==> config.mk <==
export PLATFORM = sky130hd
export DESIGN_NAME = pio_in_debounced
export DESIGN_NICKNAME = d
export VERILOG_FILES = /design/src/rtl/pio_pkg.sv /design/src/rtl/pio_debounce_bit.sv /design/src/rtl/pio_in_debounced.sv
export SDC_FILE = /design/constraint.sdc
export NUM_CORES = 1
export LEC_CHECK = 0
export BUFFER_PORTS_ARGS = -buffer_cell sky130_fd_sc_hd__buf_2
export CORE_MARGIN = 4
export CORE_UTILIZATION = 35
export DETAILED_ROUTE_END_ITERATION = 8
export SLEW_MARGIN = 5
export SYNTH_ARGS = -nofsm -noshare
export SYNTH_HDL_FRONTEND = slang
export SYNTH_SLANG_ARGS = --single-unit
==> constraint.sdc <==
create_clock -name clk -period 3.57 [get_ports clk]
set_input_delay 0.357 -clock clk [delete_from_list [all_inputs] [get_ports clk]]
set_output_delay 0.357 -clock clk [all_outputs]
set_load 0.03 [all_outputs]
==> src/rtl/pio_pkg.sv <==
// Shared constants for the debounced input PIO: register word addresses and
// reset values of the edge-enable registers.
package pio_pkg;

    typedef enum logic [2:0] {
        PIO_ADDR_DATA         = 3'd0,
        PIO_ADDR_RAW          = 3'd1,
        PIO_ADDR_IRQ_MASK     = 3'd2,
        PIO_ADDR_EDGE_CAPTURE = 3'd3,
        PIO_ADDR_RISE_EN      = 3'd4,
        PIO_ADDR_FALL_EN      = 3'd5
    } pio_addr_e;

    // Rising edges are reported out of reset, falling edges are not.
    localparam logic [31:0] PIO_RISE_EN_RST = 32'hFFFF_FFFF;
    localparam logic [31:0] PIO_FALL_EN_RST = 32'h0000_0000;

endpackage : pio_pkg

==> src/rtl/pio_debounce_bit.sv <==
// One input channel: two-flop synchroniser, hold-time debounce counter and
// the accepted level with its one-cycle delayed copy for edge detection.
module pio_debounce_bit #(
    parameter int DEBOUNCE_CYCLES = 50000,
    parameter int CNT_W           = $clog2(DEBOUNCE_CYCLES + 1)
) (
    input  logic clk,
    input  logic reset_n,
    input  logic i_pin,
    output logic o_sync2,
    output logic o_stable,
    output logic o_rise,
    output logic o_fall
);

    localparam logic [CNT_W-1:0] CNT_LAST = CNT_W'(DEBOUNCE_CYCLES - 1);

    logic             r_sync1;
    logic             r_sync2;
    logic [CNT_W-1:0] r_cnt;
    logic             r_stable;
    logic             r_stable_d;

    // Synchroniser, debounce counter and accepted level.
    always_ff @(posedge clk or negedge reset_n) begin
        if (!reset_n) begin
            r_sync1    <= 1'b0;
            r_sync2    <= 1'b0;
            r_cnt      <= '0;
            r_stable   <= 1'b0;
            r_stable_d <= 1'b0;
        end else begin
            r_sync1    <= i_pin;
            r_sync2    <= r_sync1;
            r_stable_d <= r_stable;
            if (r_sync2 == r_stable) begin
                r_cnt <= '0;
            end else if (r_cnt == CNT_LAST) begin
                r_stable <= r_sync2;
                r_cnt    <= '0;
            end else begin
                r_cnt <= r_cnt + CNT_W'(1);
            end
        end
    end

    assign o_sync2  = r_sync2;
    assign o_stable = r_stable;
    assign o_rise   = r_stable & ~r_stable_d;
    assign o_fall   = ~r_stable & r_stable_d;

endmodule : pio_debounce_bit

==> src/rtl/pio_in_debounced.sv <==
// Avalon-MM input PIO with per-channel debounce, selectable edge capture
// (write-1-to-clear) and a masked level interrupt.
module pio_in_debounced
    import pio_pkg::*;
#(
    parameter int WIDTH           = 10,
    parameter int DEBOUNCE_CYCLES = 50000,
    parameter int CNT_W           = $clog2(DEBOUNCE_CYCLES + 1)
) (
    input  logic             clk,
    input  logic             reset_n,
    input  logic [2:0]       address,
    input  logic             chipselect,
    input  logic             write_n,
    input  logic [31:0]      writedata,
    input  logic [WIDTH-1:0] in_port,
    output logic [31:0]      readdata,
    output logic             irq
);

    logic [WIDTH-1:0] w_sync2;
    logic [WIDTH-1:0] w_stable;
    logic [WIDTH-1:0] w_rise;
    logic [WIDTH-1:0] w_fall;
    logic [WIDTH-1:0] w_evt;
    logic [WIDTH-1:0] w_clr;
    logic [WIDTH-1:0] w_wdata;
    logic             w_wr;
    logic [31:0]      w_rdata;
    logic             w_unused_wdata;

    logic [WIDTH-1:0] r_irq_mask;
    logic [WIDTH-1:0] r_edge_capture;
    logic [WIDTH-1:0] r_rise_en;
    logic [WIDTH-1:0] r_fall_en;
    logic [31:0]      r_readdata;

    for (genvar i = 0; i < WIDTH; i++) begin : gen_ch
        pio_debounce_bit #(
            .DEBOUNCE_CYCLES (DEBOUNCE_CYCLES),
            .CNT_W           (CNT_W)
        ) u_bit (
            .clk      (clk),
            .reset_n  (reset_n),
            .i_pin    (in_port[i]),
            .o_sync2  (w_sync2[i]),
            .o_stable (w_stable[i]),
            .o_rise   (w_rise[i]),
            .o_fall   (w_fall[i])
        );
    end

    assign w_wr           = chipselect & ~write_n;
    assign w_wdata        = writedata[WIDTH-1:0];
    assign w_unused_wdata = ^writedata;
    assign w_evt          = (w_rise & r_rise_en) | (w_fall & r_fall_en);

    // Write-1-to-clear mask for the capture register.
    always_comb begin
        w_clr = '0;
        if (w_wr && (address == PIO_ADDR_EDGE_CAPTURE)) begin
            w_clr = w_wdata;
        end else begin
            w_clr = '0;
        end
    end

    // Control registers; a new event takes priority over a same-cycle clear.
    always_ff @(posedge clk or negedge reset_n) begin
        if (!reset_n) begin
            r_irq_mask     <= '0;
            r_edge_capture <= '0;
            r_rise_en      <= PIO_RISE_EN_RST[WIDTH-1:0];
            r_fall_en      <= PIO_FALL_EN_RST[WIDTH-1:0];
        end else begin
            r_edge_capture <= (r_edge_capture & ~w_clr) | w_evt;
            if (w_wr && (address == PIO_ADDR_IRQ_MASK)) begin
                r_irq_mask <= w_wdata;
            end
            if (w_wr && (address == PIO_ADDR_RISE_EN)) begin
                r_rise_en <= w_wdata;
            end
            if (w_wr && (address == PIO_ADDR_FALL_EN)) begin
                r_fall_en <= w_wdata;
            end
        end
    end

    // Read mux, zero-extended to the bus width.
    always_comb begin
        w_rdata = 32'h0000_0000;
        case (address)
            PIO_ADDR_DATA:         w_rdata = 32'(w_stable);
            PIO_ADDR_RAW:          w_rdata = 32'(w_sync2);
            PIO_ADDR_IRQ_MASK:     w_rdata = 32'(r_irq_mask);
            PIO_ADDR_EDGE_CAPTURE: w_rdata = 32'(r_edge_capture);
            PIO_ADDR_RISE_EN:      w_rdata = 32'(r_rise_en);
            PIO_ADDR_FALL_EN:      w_rdata = 32'(r_fall_en);
            default:               w_rdata = 32'h0000_0000;
        endcase
    end

    // Read data is refreshed every cycle regardless of chipselect.
    always_ff @(posedge clk or negedge reset_n) begin
        if (!reset_n) begin
            r_readdata <= 32'h0000_0000;
        end else begin
            r_readdata <= w_rdata;
        end
    end

    assign readdata = r_readdata;
    assign irq      = |(r_edge_capture & r_irq_mask);

endmodule : pio_in_debounced

* After elaboration in Yosys (flattened, before gate mapping)
Index checks and enable logic that the tools add are counted.
W data, S select, Z words.
** Operators by class
- Equality and inequality tests :: 25
- Muxes and demuxes :: 22
- Reduce and logical (&&, ||, !) cells :: 16
- Bitwise logic cells :: 59
- Add/sub/neg operators :: 10
** Operator list (count)
- $mux W16 :: 20
- $add A16 B1 Y16 const B :: 10
- $eq A16 B16 Y1 const B :: 10
- $pmux W10 S6 :: 1
- $and A10 B10 Y10 :: 4
- $not A1 Y1 :: 31
- $and A1 B1 Y1 :: 21
- $or A10 B10 Y10 :: 2
- $reduce_and A2 Y1 :: 10
- $eq A1 B1 Y1 :: 10
- $mux W10 :: 1
- $not A10 Y10 :: 1
- $reduce_or A10 Y1 :: 1
- $eq A3 B2 Y1 const B :: 2
- $eq A3 B3 Y1 const B :: 2
- $logic_and A1 B1 Y1 :: 4
- $eq A3 B1 Y1 const B :: 1
- $logic_not A3 Y1 :: 1
** Storage, ports and cells
- Input port bits :: 49
- Output and inout bits :: 33
- Register bits after elaboration :: 272

* Logic depth before layout (Yosys ltp)
- Depth in word-level cells :: 7
- Gate-level depth with buffers :: 7
- Depth with buffers taken out :: 5

* Hierarchy
From an unflattened synthesis, not the netlist that was laid out.
** Unflattened totals
- Cell total of the unflattened synthesis :: 1113
- Area total of the unflattened synthesis :: 12154.2 µm²
** Modules (own cells, without submodules)
- pio_debounce_bit :: area each 948.4 µm², cells each 89, times used 10
- pio_in_debounced :: area each 2670.1 µm², cells each 223, times used 1

* Least setup slack after synthesis
OpenSTA, ideal clock, no wires.
- Path kind :: register to register
- From :: reg gen_ch[0].u_bit.r_cnt[10]
- To :: reg gen_ch[0].u_bit.r_cnt[10]
- Data required time :: 3451 ps
- Clock period less this slack :: 1652 ps
- Stages on the path, launching flop included :: 5
- Library setup time :: 119 ps
- Path buffers :: 1
- Path slack :: 1918 ps
- Data arrival time :: 1534 ps
- Cell sequence :: dfrtp_1 > or3_1 > o41ai_4 > buf_6 > nor2_1
** Between the ends
- Word-level cells in the longest chain between the ends :: 3
- Elaborated cells between the ends (all ways) :: 4
- Classes of those cells :: 1 x add/sub; 1 x eq/ne; 2 x mux
** RTL lines
- start: declaration :: line pio_debounce_bit.sv:20 : logic [CNT_W-1:0] r_cnt;
- start signal: assignment :: line pio_debounce_bit.sv:42 : r_cnt <= r_cnt + CNT_W'(1);
- $add A16 B1 Y16 / $eq A16 B16 Y1 (equally long branches) :: line pio_debounce_bit.sv:42, pio_debounce_bit.sv:38
- $mux W16 (*) :: line pio_debounce_bit.sv:38 : end else if (r_cnt == CNT_LAST) begin
- $mux W16 (*) :: line pio_debounce_bit.sv:36 : if (r_sync2 == r_stable) begin
Every way passes the cells marked *; elsewhere a longest branch is shown, timed or not.
A chain may end at the register's enable or synchronous reset.

* Final worst setup path
- From :: reg r_irq_mask[8]
- To :: out irq
** Between the ends
- Word-level cells in the longest chain between the ends :: 2
** RTL lines
- start: declaration :: line pio_in_debounced.sv:32 : logic [WIDTH-1:0] r_irq_mask;
- start signal: assignment :: line pio_in_debounced.sv:78 : r_irq_mask <= w_wdata;
- $and A10 B10 Y10 :: line pio_in_debounced.sv:113 : assign irq = |(r_edge_capture & r_irq_mask);
- $reduce_or A10 Y1 :: line pio_in_debounced.sv:113
- end: declaration :: line pio_in_debounced.sv:18 : output logic irq
No other way between the ends.

==> impl_metrics.prom <==
# TYPE chip_impl_metric gauge
chip_impl_metric{name="largest_register_ffs",unit=""} 160
chip_impl_metric{name="critPathArrivalTime",unit="ns"} 1.88
chip_impl_metric{name="worst_clock_skew",unit="ns"} 0.0137
chip_impl_info{name="clockRootBuffer",value="clkbuf_16"} 1
chip_impl_metric{name="synthesis.area_per_instance",unit="µm²"} 10.6
chip_impl_metric{name="layout-drive-gt1-share",unit="%"} 13.2
chip_impl_metric{name="cts_max_level",unit=""} 1
chip_impl_metric{name="vdd_drop_max",unit="mV"} 0.367
chip_impl_metric{name="dieWidth",unit="µm"} 191
chip_impl_metric{name="yosys.area_share.xor_xnor",unit="%"} 11.1
chip_impl_metric{name="synth.cell_area",unit="µm²"} 11700
chip_impl_metric{name="core_region_area",unit="µm²"} 32800
chip_impl_info{name="largest_area_contributor_in_the_netlist",value="dfrtp_1"} 1
chip_impl_metric{name="synth_top_cell_area_share",unit="%"} 51.2
chip_impl_metric{name="fin_tns_setup",unit="ns"} 0
chip_impl_metric{name="clock_insertion_delay_worst_skew",unit="ns"} 0.53
chip_impl_metric{name="synth_warnings",unit=""} 0
chip_impl_metric{name="ff_latch_area",unit="µm²"} 6270
chip_impl_metric{name="power",unit="W"} 0.00655
chip_impl_info{name="timing.critical_path.from_type",value="flip-flop"} 1
chip_impl_metric{name="grt_max_degree",unit=""} 108
chip_impl_metric{name="fmax",unit="MHz"} 447
chip_impl_metric{name="multi_input_comb_area",unit="µm²"} 5110
chip_impl_metric{name="first_pass_grt_wire_length",unit="µm"} 38900
chip_impl_metric{name="synth-async-reset-ratio",unit="%"} 100
chip_impl_info{name="top_register",value="gen_ch.u_bit.r_cnt"} 1
chip_impl_metric{name="final.min_clock_period",unit="ns"} 2.23
chip_impl_metric{name="dr_total_vias",unit=""} 7850
chip_impl_metric{name="port_buffers",unit=""} 37
chip_impl_metric{name="routedWlPerCell",unit="µm"} 13.8
chip_impl_metric{name="cts_setup_buffers",unit=""} 0
chip_impl_metric{name="dp_slack",unit="ns"} 1.43
chip_impl_info{name="synth_ff_type",value="dfrtp_1"} 1
chip_impl_metric{name="final-max-slew-violation-count",unit=""} 0
chip_impl_metric{name="drt_pre_antenna_iters",unit=""} 5
chip_impl_metric{name="grt_antenna_before_repair",unit=""} 5
chip_impl_metric{name="violation_count_after_the_first_detailed_route_iteration",unit=""} 399
chip_impl_metric{name="cts.sinks",unit=""} 250
chip_impl_info{name="post_synth_main_area_contributors",value="dfrtp_1, xnor2_1, nor2_1"} 1
chip_impl_metric{name="cts-root-to-sink-buffers",unit=""} 3
chip_impl_metric{name="post_layout_nonfiller_instances",unit=""} 1626
chip_impl_metric{name="post-route-period-util",unit="%"} 62.6
chip_impl_metric{name="worst_hold_slack",unit="ns"} 0.0926
chip_impl_info{name="dominant_combinational_cell_family_by_area_after_synthesis",value="simple AND/OR/NAND/NOR gates"} 1
chip_impl_metric{name="post_synthesis_compound_gate_area_fraction",unit="%"} 3.75
chip_impl_metric{name="synth_seq_area_share",unit="%"} 53.5
chip_impl_metric{name="place_inst",unit=""} 1561
chip_impl_metric{name="placement_rows",unit=""} 66
chip_impl_metric{name="synth.mux.area_fraction",unit="%"} 5.94
chip_impl_metric{name="gr-usage-all-layers",unit="%"} 12.6
chip_impl_metric{name="worst_slack",unit="ns"} 1.34
chip_impl_metric{name="areaGrowthSynthToFinish",unit="%"} 14.3
chip_impl_metric{name="finalSetupViolations",unit=""} 0
chip_impl_metric{name="postRouteAntennaNets",unit=""} 0
chip_impl_metric{name="viasPerCell",unit=""} 4.83
chip_impl_metric{name="dieArea",unit="µm²"} 36500
chip_impl_info{name="unrepaired_setup_endpoints_after_global_routing",value="false"} 1
chip_impl_metric{name="postSynthRegisterBits",unit=""} 250
chip_impl_info{name="most_used_standard_cell_by_instance_count_after_synthesis",value="dfrtp_1"} 1
chip_impl_metric{name="route.detailed.drc",unit=""} 0
chip_impl_metric{name="timing.critical_path.required",unit="ns"} 3.21
chip_impl_metric{name="p_per_area",unit="nW/µm²"} 489
chip_impl_metric{name="netlist-cell-type-count",unit=""} 45
chip_impl_metric{name="cp_max_fo",unit=""} 3
chip_impl_metric{name="clkSlewWorstSetupHoldPaths",unit="ns"} 0.06
chip_impl_metric{name="cts_made_buffers",unit=""} 28
chip_impl_metric{name="cap_viol_max_count",unit=""} 0
chip_impl_metric{name="synth_cells",unit=""} 1101
chip_impl_info{name="worst_hold_path_type",value="primary input to flip-flop"} 1
chip_impl_metric{name="timing.slew.headroom",unit="%"} 41.9
chip_impl_info{name="outcome",value="finished, final reports clean"} 1
chip_impl_metric{name="grt_overflow",unit=""} 0
chip_impl_info{name="critical_path_class",value="flip-flop to primary output"} 1
chip_impl_info{name="endpoint_kind",value="primary output"} 1
chip_impl_metric{name="io-pin-count",unit=""} 82
chip_impl_metric{name="first_global_vias",unit=""} 7896
chip_impl_metric{name="place_hpwl",unit="µm"} 14700
chip_impl_metric{name="final_nets",unit=""} 1219
chip_impl_metric{name="pin_slew_with_the_least_headroom_to_its_limit",unit="ns"} 0.869
chip_impl_metric{name="final_hold_viol_count",unit=""} 0
chip_impl_metric{name="detail_route.wirelength",unit="µm"} 22500
chip_impl_metric{name="layout.filler_cells",unit=""} 3152
chip_impl_metric{name="synthSimpleGateAreaFrac",unit="%"} 21.1
chip_impl_metric{name="final_wtd_congestion",unit=""} 0.801
chip_impl_metric{name="fp.dieH",unit="µm"} 191
chip_impl_info{name="tritoncts",value="built"} 1
chip_impl_info{name="synth_top_cells_by_count",value="dfrtp_1, nor2_1, xnor2_1, nand2_1, nand3_1"} 1
chip_impl_metric{name="initial_core_util",unit="%"} 35.7
chip_impl_metric{name="synth_edf_count",unit=""} 0
chip_impl_metric{name="power.leakage",unit="nW"} 5.56
chip_impl_metric{name="synth_adder_area_share",unit="%"} 1.07
worst max-delay path: stages (launching register included):
cell and delay [ns]:
dfrtp_1 0.38, a22o_1 0.23, a221oi_1 0.38, nand4_1 0.14, buf_2 0.21
cells by family after synthesis:
kind of cell | Yosys count
DFF | 250
and+or+nand+nor | 506
AOI/OAI and AO/OA | 50
muxes | 60
xor gates and xnor gates | 148
adders and majority gates | 10
buffers and inverters | 76
other | 1
where the power goes:
part           switching (W)  leakage, nW  internal [W]
registers           0.000119         3.33       0.00300
clock network        0.00116        0.477       0.00181
logic               0.000279         1.75      0.000191
metrics by stage:
| stage | cell area (µm²) | utilization, % |
|---|---|---|
| 2_1_floorplan | 11800 | - |
| 3_3_place_gp | 12300 | 37.5 |
| 3_5_place_dp | 12300 | 37.5 |
| 4_1_cts | 13400 | 40.8 |
| 5_1_grt | 13400 | 40.8 |
| 6_report | 13400 | 40.8 |
layout by cell type (no fill, tap or decap), types with 9 or more instances in the layout:
cell           count
and3_1            13
buf_2             36
clkbuf_16         29
conb_1            22
dfrtp_1          240
dfstp_2           10
dlygate4sd3_1     11
ha_1              10
inv_1             32
mux2_2            46
mux2i_1           11
nand2_1           74
nand3_1           63
nand3b_1          10
nand4_1           45
nor2_1           190
nor3_1            35
nor4_1            48
nor4bb_1           9
o22ai_1           11
xnor2_1          117
xor2_1            31
final cells by class:
cell class	instances	share of cell area (%)
antenna	2	0.0374
clock buffer	37	6.02
clock inverter	15	1.25
inverter	32	0.897
multi-input combinational	796	38.2
sequential	250	46.8
tap	442	4.13
timing repair buffer	52	2.69
timing repair:
action	4_1_cts	5_1_grt
hold buffers	11	0
hold endpoints to repair	72	0
gates resized for setup	0	0
worst paths after layout:
path / endpoint / cells after the start / startpoint / slack, ns
setup / recovery: irq / 4 / r_irq_mask[8]$_DFFE_PN0P_ / 1.34
hold / removal: r_irq_mask[4]$_DFFE_PN0P_ / 2 / writedata[4] / 0.09
setup reg to reg: gen_ch[1].u_bit.r_cnt[3]$_DFF_PN0_ / 4 / gen_ch[1].u_bit.r_cnt[0]$_DFF_PN0_ / 1.47
hold reg to reg: gen_ch[7].u_bit.o_sync2$_DFF_PN0_ / 0 / gen_ch[7].u_bit.r_sync1$_DFF_PN0_ / 0.34
max in group asynchronous: gen_ch[0].u_bit.r_cnt[0]$_DFF_PN0_ / 3 / reset_n / 2.24
min in group asynchronous: gen_ch[7].u_bit.r_cnt[11]$_DFF_PN0_ / 2 / reset_n / 0.38
metal layers:
layer | part of all wire [%] | vias up | track usage [%]
li1 | - | 3927 | -
met1 | 50 | 3783 | 18.1
met2 | 44 | 99 | 19.7
met3 | 4.6 | 35 | 2.90
met4 | 1.7 | 6 | 2.40
met5 | 0.15 | - | 0
Power figures use the tool's default switching activity.
